### config.mk
export PLATFORM = sky130hd
export DESIGN_NAME = div_unit_seq
export DESIGN_NICKNAME = d
export VERILOG_FILES = /design/src/rtl/div_unit_seq.sv
export SDC_FILE = /design/constraint.sdc
export NUM_CORES = 1
export LEC_CHECK = 0
export CAP_MARGIN = 20
export CORE_MARGIN = 5
export CORE_UTILIZATION = 35
export CTS_BUF_LIST = sky130_fd_sc_hd__clkbuf_2
export DETAILED_ROUTE_END_ITERATION = 6
export HOLD_SLACK_MARGIN = 0.03
export PLACE_DENSITY = 0.66
export RECOVER_POWER = 100
export SYNTH_ARGS = -nofsm -noshare
export SYNTH_HDL_FRONTEND = slang
export SYNTH_SLANG_ARGS = --single-unit
### constraint.sdc
create_clock -name clk -period 6.05 [get_ports clk]
set_clock_uncertainty 0.1 [all_clocks]
set_input_delay 0.605 -clock clk [delete_from_list [all_inputs] [get_ports clk]]
set_output_delay 0.605 -clock clk [all_outputs]
set_load 0.005 [all_outputs]
### src/rtl/div_unit_seq.sv
// Radix-2 restoring divide/remainder unit: one quotient bit per cycle, with
// single-cycle handling of divide-by-zero, signed overflow and non-divide commands.
package div_unit_seq_pkg;
   typedef enum logic [4:0] {
      c_ADD, c_SUB, c_AND, c_OR, c_XOR, c_SLL, c_SRL, c_SRA, c_SLT, c_SLTU,
      c_MUL, c_MULH, c_MULHSU, c_MULHU, c_DIV, c_DIVU, c_REM, c_REMU
   } alu_commands_t;
endpackage

module div_unit_seq
   import div_unit_seq_pkg::*;
#(
   parameter int XLEN  = 32,
   parameter int TAG_W = 5
) (
   input  logic                clk,
   input  logic                rst_n,
   input  logic                flush,
   input  logic                in_valid,
   output logic                in_ready,
   input  alu_commands_t       in_cmd,
   input  logic [XLEN-1:0]     in_op_a,
   input  logic [XLEN-1:0]     in_op_b,
   input  logic [TAG_W-1:0]    in_tag,
   output logic                out_valid,
   input  logic                out_ready,
   output logic [XLEN-1:0]     out_result,
   output logic [TAG_W-1:0]    out_tag,
   output logic                out_illegal,
   output logic                busy
);

   localparam int CNT_W = $clog2(XLEN);
   localparam logic [XLEN-1:0] ONE     = XLEN'(1);
   localparam logic [XLEN-1:0] INT_MIN = {1'b1, {(XLEN-1){1'b0}}};
   localparam logic [XLEN-1:0] ALL_ONE = {XLEN{1'b1}};

   typedef enum logic [1:0] {
      S_IDLE,
      S_CALC,
      S_FIX,
      S_DONE
   } state_t;

   state_t             state_q, state_d;
   logic [CNT_W-1:0]   cnt_q, cnt_d;
   logic [XLEN-1:0]    quo_q, quo_d;
   logic [XLEN-1:0]    rem_q, rem_d;
   logic [XLEN-1:0]    dvs_q, dvs_d;
   logic               neg_quo_q, neg_quo_d;
   logic               neg_rem_q, neg_rem_d;
   logic               is_rem_q, is_rem_d;
   logic [XLEN-1:0]    res_q, res_d;
   logic [TAG_W-1:0]   tag_q, tag_d;
   logic               ill_q, ill_d;

   logic               accept;
   logic               cmd_legal, cmd_signed, cmd_rem;
   logic               a_neg, b_neg;
   logic [XLEN-1:0]    a_abs, b_abs;
   logic [XLEN:0]      rem_shift, rem_diff;
   logic               rem_ge;

   // Valid/ready: a transfer happens on any rising edge where valid && ready are
   // both high; the producer holds its payload stable until then.
   assign in_ready    = (state_q == S_IDLE) && !flush;
   assign accept      = in_valid && in_ready;
   assign out_valid   = (state_q == S_DONE);
   assign busy        = (state_q != S_IDLE);
   assign out_result  = res_q;
   assign out_tag     = tag_q;
   assign out_illegal = ill_q;

   assign cmd_legal  = (in_cmd == c_DIV) || (in_cmd == c_DIVU) ||
                       (in_cmd == c_REM) || (in_cmd == c_REMU);
   assign cmd_signed = (in_cmd == c_DIV) || (in_cmd == c_REM);
   assign cmd_rem    = (in_cmd == c_REM) || (in_cmd == c_REMU);

   assign a_neg = cmd_signed && in_op_a[XLEN-1];
   assign b_neg = cmd_signed && in_op_b[XLEN-1];
   assign a_abs = a_neg ? (~in_op_a + ONE) : in_op_a;
   assign b_abs = b_neg ? (~in_op_b + ONE) : in_op_b;

   // Partial remainder needs one extra bit: an unsigned divisor near 2^XLEN
   // can make the shifted remainder exceed XLEN bits.
   assign rem_shift = {rem_q, quo_q[XLEN-1]};
   assign rem_diff  = rem_shift - {1'b0, dvs_q};
   assign rem_ge    = !rem_diff[XLEN];

   always_comb begin
      state_d   = state_q;
      cnt_d     = cnt_q;
      quo_d     = quo_q;
      rem_d     = rem_q;
      dvs_d     = dvs_q;
      neg_quo_d = neg_quo_q;
      neg_rem_d = neg_rem_q;
      is_rem_d  = is_rem_q;
      res_d     = res_q;
      tag_d     = tag_q;
      ill_d     = ill_q;

      case (state_q)
         S_IDLE: begin
            if (accept) begin
               tag_d    = in_tag;
               is_rem_d = cmd_rem;
               ill_d    = 1'b0;
               if (!cmd_legal) begin
                  res_d   = '0;
                  ill_d   = 1'b1;
                  state_d = S_DONE;
               end else if (in_op_b == '0) begin
                  res_d   = cmd_rem ? in_op_a : ALL_ONE;
                  state_d = S_DONE;
               end else if (cmd_signed && (in_op_a == INT_MIN) && (in_op_b == ALL_ONE)) begin
                  res_d   = cmd_rem ? '0 : INT_MIN;
                  state_d = S_DONE;
               end else begin
                  quo_d     = a_abs;
                  dvs_d     = b_abs;
                  rem_d     = '0;
                  neg_quo_d = a_neg ^ b_neg;
                  neg_rem_d = a_neg;
                  cnt_d     = CNT_W'(XLEN-1);
                  state_d   = S_CALC;
               end
            end
         end
         S_CALC: begin
            quo_d = {quo_q[XLEN-2:0], rem_ge};
            rem_d = rem_ge ? rem_diff[XLEN-1:0] : rem_shift[XLEN-1:0];
            if (cnt_q == '0) begin
               state_d = S_FIX;
            end else begin
               cnt_d = cnt_q - CNT_W'(1);
            end
         end
         S_FIX: begin
            if (is_rem_q) begin
               res_d = neg_rem_q ? (~rem_q + ONE) : rem_q;
            end else begin
               res_d = neg_quo_q ? (~quo_q + ONE) : quo_q;
            end
            state_d = S_DONE;
         end
         S_DONE: begin
            if (out_ready) begin
               state_d = S_IDLE;
            end
         end
         default: begin
            state_d = S_IDLE;
         end
      endcase

      // Flush outranks everything above, including a same-cycle handoff.
      if (flush) begin
         state_d = S_IDLE;
         ill_d   = 1'b0;
         cnt_d   = '0;
      end
   end

   always_ff @(posedge clk or negedge rst_n) begin
      if (!rst_n) begin
         state_q   <= S_IDLE;
         cnt_q     <= '0;
         quo_q     <= '0;
         rem_q     <= '0;
         dvs_q     <= '0;
         neg_quo_q <= 1'b0;
         neg_rem_q <= 1'b0;
         is_rem_q  <= 1'b0;
         res_q     <= '0;
         tag_q     <= '0;
         ill_q     <= 1'b0;
      end else begin
         state_q   <= state_d;
         cnt_q     <= cnt_d;
         quo_q     <= quo_d;
         rem_q     <= rem_d;
         dvs_q     <= dvs_d;
         neg_quo_q <= neg_quo_d;
         neg_rem_q <= neg_rem_d;
         is_rem_q  <= is_rem_d;
         res_q     <= res_d;
         tag_q     <= tag_d;
         ill_q     <= ill_d;
      end
   end

endmodule

==> results of run 1 <==
-- flip-flops by register name (all words and copies together), names as in the netlist --
register	flops
cnt_q	5
dvs_q	32
out_illegal	1
out_tag	5
out_result	32
quo_q	32
rem_q	32
state_q	2
neg_rem_q	1
is_rem_q	1
neg_quo_q	1
-- metal layers --
metal	share of wire	vias up	global-route usage
li1	-	5290	-
met1	0.47	5091	0.279
met2	0.43	420	0.284
met3	0.073	47	0.0382
met4	0.031	0	0.0675
met5	0	-	0
-- where the power goes --
part	switching [mW]	internal, mW	leakage (nW)
registers	0.552	1.37	1.91
clock network	0.419	0.152	0.127
logic	2.74	1.97	3.47
total	3.71	3.49	5.50
-- through the flow --
stage | utilization | power [mW] | hold slack, ns | setup slack (ns)
finish | 0.410 | 7.20 | 0.262 | 1.32
global route | 0.410 | 7.87 | 0.157 | 1.15
CTS | 0.410 | 7.23 | 0.200 | 2.04
detailed placement | 0.403 | 6.65 | 0.362 | 1.57
global placement | 0.403 | 6.57 | 0.360 | 1.60
floorplan | - | 5.28 | 0.209 | 2.72
-- synth_stat cells, types with 4 or more instances --
cell,count
nor2b_1,7
inv_1,54
nor2_1,153
nor3_1,20
xor2_1,71
nand2_1,202
nand4_1,15
ha_1,43
buf_1,5
and2_1,5
mux2_2,14
o21a_1,4
a211oi_1,8
nor4_1,14
a31oi_1,10
o21ai_1,4
o211ai_1,17
o21ai_0,176
or4_1,17
clkbuf_1,72
o31ai_1,33
o41ai_1,10
and3_1,4
a21oi_1,131
nand2b_1,11
o221ai_1,7
xnor2_1,71
or3_1,22
a32oi_1,8
a21o_1,24
nand3_1,14
buf_2,5
o22ai_1,4
mux2i_1,8
dfrtp_1,144
-- cell usage in the layout, fill, tap and decap left out, types with 7 or more instances in the layout --
cell type | synthesis | layout
xor2_1 | 71 | 71
or3_1 | 22 | 22
dlygate4sd3_1 | 0 | 43
nand3_1 | 14 | 14
nor3_1 | 20 | 20
o31ai_1 | 33 | 33
nor4_1 | 14 | 14
o211ai_1 | 17 | 17
clkbuf_2 | 0 | 17
clkdlybuf4s50_1 | 0 | 76
a211oi_1 | 8 | 8
or4_1 | 17 | 17
nor2b_1 | 7 | 7
a21o_1 | 24 | 24
buf_4 | 0 | 10
dfrtp_1 | 144 | 143
mux2_2 | 14 | 14
nand2b_1 | 11 | 11
a32oi_1 | 8 | 8
mux2i_1 | 8 | 8
o221ai_1 | 7 | 7
a31oi_1 | 10 | 10
xnor2_1 | 71 | 71
a21oi_1 | 131 | 130
nor2_1 | 153 | 153
o21ai_0 | 176 | 177
nand2_1 | 202 | 202
o41ai_1 | 10 | 10
ha_1 | 43 | 42
nand4_1 | 15 | 15
inv_1 | 54 | 54
-- final cells by class --
cell class / count / area [um^2] / share of cell area
multi-input cells: 1172 / 7100 / 0.549
flip-flops and latches: 144 / 3600 / 0.279
repair buffers: 134 / 1290 / 0.100
well taps: 402 / 503 / 0.0389
inverters: 54 / 203 / 0.0157
clock inverters: 15 / 135 / 0.0105
clock buffers: 17 / 85.1 / 0.00658
diodes: 1 / 2.50 / 0.000194
-- kinds of logic (layout without fill, tap and decap cells) --
| kind of cell | count (synthesis) | after routing | synth area share |
|---|---|---|---|
| compound gates | 460 | 460 | 0.245 |
| mux | 22 | 22 | 0.0212 |
| flops | 144 | 144 | 0.322 |
| simple gates | 504 | 504 | 0.205 |
| xor+xnor | 142 | 142 | 0.111 |
| other cells | 0 | 1 | 0 |
| buf+inv | 136 | 220 | 0.0461 |
| fa+ha+maj | 44 | 44 | 0.0498 |
-- tightest hold or removal path: cells and delay by family --
kind	cells	cell delay (ns)
buf+inv	1	0.40
simple gates	2	0.09
-- path summary, 6_finish.rpt --
path / start / endpoint / slack (ns) / cells after the start
max reg2reg: quo_q[31] / rem_q[29] / 2.02 / 13
min: in_tag[2] / out_tag[2] / 0.26 / 3
max: in_cmd[1] / rem_q[29] / 1.32 / 12
max in group asynchronous: rst_n / out_result[31] / 4.09 / 3
min in group asynchronous: rst_n / out_result[12] / 0.30 / 2
min reg2reg: out_tag[1] / out_tag[1] / 0.40 / 2
==> impl_metrics.py, run 1 <==
metrics = {
    "synth": {
        "synth-edff-count": 0,
        "synth_ff_type": "dfrtp_1",
        "synth_area_leader_cell": "dfrtp_1",
        "ys_types": 66,
        "yosysWarnings": 0,
        "yosysTopAreaCellShare": 0.322,
        "ys_async_sr_fraction": 1.00,
        "syn_area_per_cell_um2": 7.72,
        "yosysSeqAreaShare": 0.322,
        "syn_inst": 1452,
        "synth_area_um2": 11200,
        "synth_area_leaders": "dfrtp_1 32%, o21ai_0 7.9%, nand2_1 6.8%",
        "syn_nets": 1575,
        "synth-seq-cells": 144,
    },
    "global_routing": {
        "grt_pass1_vias": 10200,
        "grt_max_degree": 80,
        "gr-total-overflow": 0,
        "grt_use_total": 0.192,
        "antenna_found_initial": 1,
        "grt_pass1_wl_mm": 55.9,
    },
    "clock_network": {
        "clk_path_buf_depth": 2,
        "cts-root-buf": "clkbuf_2",
        "cts_num_sinks": 144,
        "cts_tree": "yes",
        "cts_resized": 0,
        "clkTransAtPathRegs_ns": 0.22,
        "htree_levels": 4,
        "numCtsBuffers": 17,
        "post_cts_buffers": 0,
        "clk_latency_ns": 0.80,
        "cts_hold_buf": 1,
    },
    "floorplan": {
        "core_area_um2": 31600,
        "die_w_um": 189,
        "start_util": 0.355,
        "dieArea_um2": 35700,
        "io_pins": 120,
        "die_y_um": 189,
        "rows": 65,
    },
    "placed_design": {
        "dpl_cell_area_um2": 12700,
        "place_congestion": 0.931,
        "place_inst": 1905,
        "place_hpwl_mm": 26.6,
        "port-buffer-count": 119,
    },
    "drt": {
        "drt_pass1_iterations": 5,
        "antenna_left": 0,
        "drtIter0Drc": 1041,
        "routed_wl_mm": 34.8,
        "wl_per_cell_um": 18.0,
        "dr_total_vias": 10800,
        "avgViaCountPerCell": 5.59,
        "drc": 0,
    },
    "setup_path": {
        "crit_family": "simple AND/OR/NAND/NOR gates",
        "cp_num_buf_inv": 3,
        "cpPeakStageDelay_ns": 0.67,
        "critPathLaunchType": "input port",
        "crit_path_end_kind": "flop",
        "path_class": "in2reg",
        "cp.required_ns": 6.64,
        "critPathMaxFanout": 35,
        "worstPathCellList": "dlygate4sd3_1 -> or4b_2 -> clkbuf_1 -> and2_0 -> a41oi_1 -> o211ai_1 -> o21ai_0 -> clkbuf_1 -> nand2_1 -> or3_1 -> mux2_2 -> nand2_1",
        "worst_path_max_delay_cell": "clkbuf_1",
        "arrival_ns": 5.31,
    },
    "timing": {
        "tightest_slew_ns": 1.69,
        "finalMaxSlewViolations": 72,
        "period_share": 0.781,
        "finalHoldViolCount": 0,
        "period_needed_ns": 4.73,
        "setup_viol": 0,
        "fin_setup_tns_ns": 0,
        "max_clock_freq_mhz": 212,
        "relSlewSlack": -0.127,
        "rsz0062_at_grt": "no",
    },
    "finish": {
        "areaGrowthSynthToFinish_pct": 15.3,
        "nets": 1646,
        "design_area_um2": 12900,
        "drive_gt1_frac": 0.0462,
        "layout.cells.non_filler": 1939,
        "num-fill-cells": 3229,
    },
    "power": {
        "pwr_density_cell_nw_per_um2": 557,
        "leakage_nw": 5.50,
        "vdd_ir_drop_max_v": 0.000268,
    },
    "run": {
        "cap_violations": 2,
    },
    "status": {
        "failed_checks": "max-capacitance violations, max-slew violations",
        "status": "complete, but fails checks",
    },
    "hold_path": {
        "min_path_type": "in2reg",
    },
}
Note: power is estimated with default switching activity, not from simulation.
==> run 2: changes to the inputs <==
Clock period 6.05 ns to 4.6 ns, I/O delays scaled along.
==> run 2 against run 1 <==
Sequential cell count did not move. The flow still finishes with violations (max-capacitance violations, max-slew violations). Die area unchanged. Cell area is 0.69% higher. Sequential power increased by 31%. Total power up 31%. Critical path type unchanged. Cell count increased by 0.57%.
==> impl_metrics.py, run 2 (same netlist as run 1, synthesis figures left out) <==
metrics = {
    "status": {
        "status": "complete, but fails checks",
        "failed_checks": "max-capacitance violations, max-slew violations",
    },
    "power": {
        "pwr_density_cell_nw_per_um2": 727,
        "leakage_nw": 5.56,
        "vdd_ir_drop_max_v": 0.000464,
    },
    "setup_path": {
        "crit_family": "buffers and inverters",
        "crit_path_end_kind": "flop",
        "cpPeakStageDelay_ns": 1.07,
        "cp.required_ns": 5.09,
        "path_class": "in2reg",
        "worstPathCellList": "dlygate4sd3_1 -> inv_1 -> ha_1 -> or3b_2 -> nor4_1 -> clkbuf_1 -> a41oi_1 -> o21a_1 -> nor2_1 -> a21oi_2 -> clkbuf_1 -> o21ai_0",
        "critPathMostFrequentCell": "clkbuf_1",
        "cp_num_buf_inv": 4,
        "critPathLaunchType": "input port",
        "worst_path_max_delay_cell": "clkbuf_1",
        "critPathMaxFanout": 40,
        "arrival_ns": 4.59,
    },
    "drt": {
        "avgViaCountPerCell": 5.55,
        "drc": 0,
        "routed_wl_mm": 34.8,
        "antenna_left": 0,
        "wl_per_cell_um": 17.9,
        "dr_total_vias": 10800,
        "drt_pass1_iterations": 6,
        "drtIter0Drc": 991,
    },
    "floorplan": {
        "die_w_um": 189,
        "dieArea_um2": 35700,
        "core_area_um2": 31600,
        "die_y_um": 189,
        "io_pins": 120,
        "start_util": 0.355,
        "rows": 65,
    },
    "clock_network": {
        "clk_path_buf_depth": 2,
        "cts_num_sinks": 144,
        "clkTransAtPathRegs_ns": 0.20,
        "clk_latency_ns": 0.77,
        "numCtsBuffers": 17,
        "htree_levels": 4,
        "cts-root-buf": "clkbuf_2",
        "cts_resized": 0,
        "cts_tree": "yes",
        "cts_hold_buf": 1,
        "post_cts_buffers": 0,
    },
    "placed_design": {
        "pre_cts_slack_ns": 0.703,
        "place_congestion": 0.929,
        "dpl_cell_area_um2": 12800,
        "place_hpwl_mm": 26.8,
        "port-buffer-count": 119,
    },
    "timing": {
        "hold-worst-slack_ns": 0.117,
        "finalMaxSlewViolations": 79,
        "relSlewSlack": -0.449,
        "setup_viol": 0,
        "fin_setup_tns_ns": 0,
        "rsz0062_at_grt": "no",
        "final.setup.worst_slack_ns": 0.502,
        "max_clock_freq_mhz": 244,
        "finalHoldViolCount": 0,
        "period_share": 0.891,
        "period_needed_ns": 4.10,
        "tightest_slew_ns": 2.17,
    },
    "finish": {
        "nets": 1657,
        "multi_input_comb_area_um2": 7080,
        "layout_common_cells": "202 x nand2_1, 179 x o21ai_0, 153 x nor2_1",
        "num-fill-cells": 3228,
        "final_util": 0.412,
        "drive_gt1_frac": 0.0511,
        "ff_latch_area_um2": 3600,
        "layout_commonest_cell": "nand2_1",
        "areaGrowthSynthToFinish_pct": 16.1,
        "design_area_um2": 13000,
    },
    "global_routing": {
        "gr-total-overflow": 0,
        "antenna_found_initial": 1,
        "grt_pass1_wl_mm": 55.7,
        "grt_max_degree": 70,
        "grt_pass1_vias": 10200,
        "grt_use_total": 0.192,
    },
    "run": {
        "cap_violations": 2,
    },
    "hold_path": {
        "min_path_type": "in2reg",
    },
}
==> run 2: worst paths after layout <==
path | from | to | slack [ns] | cells after the start
max | in_op_b[0] | out_result[9] | 0.50 | 12
min | in_tag[3] | out_tag[3] | 0.12 | 3
max reg2reg | dvs_q[0] | rem_q[25] | 0.76 | 10
min reg2reg | out_tag[4] | out_tag[4] | 0.40 | 2
max in group asynchronous | rst_n | out_result[13] | 1.77 | 3
min in group asynchronous | rst_n | cnt_q[2] | 0.14 | 2
==> run 2: report_power, final <==
part           switching [mW]  total (mW)  leakage [nW]  internal, mW
clock network           0.505       0.758         0.133         0.253
logic                    3.61        6.19          3.52          2.59
registers               0.703        2.51          1.91          1.80
total                    4.82        9.46          5.56          4.64
==> run 2: metrics by stage <==
| stage | total power, mW | cells |
|---|---|---|
| detailed placement | 8.74 | 1915 |
| global placement | 8.62 | 1915 |
| CTS | 9.52 | 1948 |
| global route | 10.4 | 1950 |
| finish | 9.46 | 1950 |
| floorplan | 6.95 | 1452 |
==> run 2: worst min-delay path: stages <==
cell             delay [ns]
clkdlybuf4s50_1        0.40
nand2_1                0.06
nand2_1                0.04
==> run 2: per-layer routing <==
layer  GRT usage  share of wire
met1       0.272           0.47
met3      0.0415          0.068
met5           0              0
met4      0.0594          0.026
met2       0.292           0.44
==> run 2: area by class of cell <==
cell class              instances  area share
multi-input cells            1172       0.544
flip-flops and latches        144       0.277
repair buffers                145       0.106
well taps                     402      0.0387
inverters                      54      0.0156
clock inverters                13      0.0107
clock buffers                  19     0.00731
diodes                          1    0.000192
==> run 3: changes to the inputs <==
Settings changed: HOLD_SLACK_MARGIN 0.03 to 0.08.
==> run 3 against run 2 <==
The run still ends with max-capacitance violations, max-slew violations left. Via count grew 0.14%. Cell count is 0.26% higher. Core utilization increased by 0.16 points. Critical endpoint unchanged. Largest power group unchanged.
==> impl_metrics.py, run 3 (same netlist as run 1, synthesis figures left out) <==
metrics = {
    "drt": {
        "avgViaCountPerCell": 5.55,
        "routed_wl_mm": 34.9,
        "antenna_left": 0,
        "drtIter0Drc": 928,
        "wl_per_cell_um": 17.9,
        "dr_total_vias": 10800,
        "drt_pass1_iterations": 6,
        "drc": 0,
    },
    "global_routing": {
        "grt_max_degree": 70,
        "grt_pass1_vias": 10300,
        "grt_pass1_wl_mm": 55.8,
        "antenna_found_initial": 1,
        "gr-total-overflow": 0,
        "grt_use_total": 0.192,
    },
    "finish": {
        "layout_common_cells": "202 x nand2_1, 179 x o21ai_0, 153 x nor2_1",
        "ff_latch_area_um2": 3600,
        "design_area_um2": 13100,
        "nets": 1662,
        "drive_gt1_frac": 0.0509,
        "num-fill-cells": 3220,
        "layout_commonest_cell": "nand2_1",
        "final_util": 0.414,
        "multi_input_comb_area_um2": 7080,
        "areaGrowthSynthToFinish_pct": 16.6,
    },
    "setup_path": {
        "cp.required_ns": 5.08,
        "critPathMaxFanout": 40,
        "path_class": "in2reg",
        "critPathLaunchType": "input port",
        "arrival_ns": 4.60,
        "crit_path_end_kind": "flop",
    },
    "clock_network": {
        "cts_resized": 0,
        "cts-root-buf": "clkbuf_2",
        "post_cts_buffers": 0,
        "cts_hold_buf": 5,
        "cts_tree": "yes",
        "cts_num_sinks": 144,
        "clk_latency_ns": 0.77,
        "numCtsBuffers": 17,
        "clk_path_buf_depth": 2,
        "clkTransAtPathRegs_ns": 0.24,
        "htree_levels": 4,
    },
    "status": {
        "failed_checks": "max-capacitance violations, max-slew violations",
        "status": "complete, but fails checks",
    },
    "timing": {
        "fin_setup_tns_ns": 0,
        "final.setup.worst_slack_ns": 0.486,
        "relSlewSlack": -0.462,
        "rsz0062_at_grt": "no",
        "finalHoldViolCount": 0,
        "finalMaxSlewViolations": 79,
        "tightest_slew_ns": 2.19,
        "period_needed_ns": 4.11,
        "max_clock_freq_mhz": 243,
        "period_share": 0.894,
        "setup_viol": 0,
    },
    "placed_design": {
        "port-buffer-count": 119,
        "place_congestion": 0.929,
        "pre_cts_slack_ns": 0.703,
        "dpl_cell_area_um2": 12800,
        "place_hpwl_mm": 26.8,
    },
    "floorplan": {
        "start_util": 0.355,
        "die_y_um": 189,
        "dieArea_um2": 35700,
        "rows": 65,
        "io_pins": 120,
        "core_area_um2": 31600,
        "die_w_um": 189,
    },
    "hold_path": {
        "min_path_type": "in2async",
    },
    "power": {
        "leakage_nw": 5.58,
        "vdd_ir_drop_max_v": 0.000466,
        "pwr_density_cell_nw_per_um2": 725,
    },
    "run": {
        "cap_violations": 2,
    },
}
[run 3: power breakdown]
part | internal, mW | switching (mW)
clock network | 0.253 | 0.503
registers | 1.80 | 0.702
logic | 2.59 | 3.62
total | 4.65 | 4.83
[run 3: metal layers]
metal / GRT usage / vias up / wire, um
met4: 0.0608 / 0 / 896
met2: 0.293 / 362 / 15300
met3: 0.0415 / 54 / 2350
li1: - / 5332 / -
met5: 0 / - / 0
met1: 0.272 / 5098 / 16400
[run 3: final timing paths]
path                                  start             end  slack (ns)  depth (start not counted)
worst max-delay path             in_op_b[0]   out_result[9]        0.49                         12
worst min-delay path                  rst_n   out_result[6]        0.16                          2
worst max register to register   state_q[0]   out_result[9]        0.74                          8
worst min register to register   out_tag[4]      out_tag[4]        0.40                          2
max in group asynchronous             rst_n  out_result[13]        1.75                          3
min in group clk                in_op_b[31]       dvs_q[31]        0.34                          4
[run 3: area by class of cell]
cell class                 instances  share of cell area
antenna                            1            0.000192
multi-input combinational       1172               0.542
sequential                       144               0.276
clock inverter                    13              0.0106
tap                              402              0.0385
inverter                          54              0.0155
clock buffer                      19             0.00728
timing repair buffer             150               0.110
[run 3: critical path, cell delays in order]
cell           delay (ns)
dlygate4sd3_1        0.60
inv_1                0.10
ha_1                 0.22
or3b_2               0.22
nor4_1               0.05
clkbuf_1             0.24
a41oi_1              0.31
o21a_1               0.24
nor2_1               0.07
a21oi_2              0.68
clkbuf_1             1.08
o21ai_0              0.29
[run 3: metrics by stage]
stage / power, mW / hold WS [ns] / std cells
floorplan: 6.95 / 0.0644 / 1452
global placement: 8.62 / 0.360 / 1915
detailed placement: 8.74 / 0.364 / 1915
CTS: 9.52 / 0.0863 / 1952
global route: 10.4 / 0.135 / 1955
finish: 9.47 / 0.159 / 1955
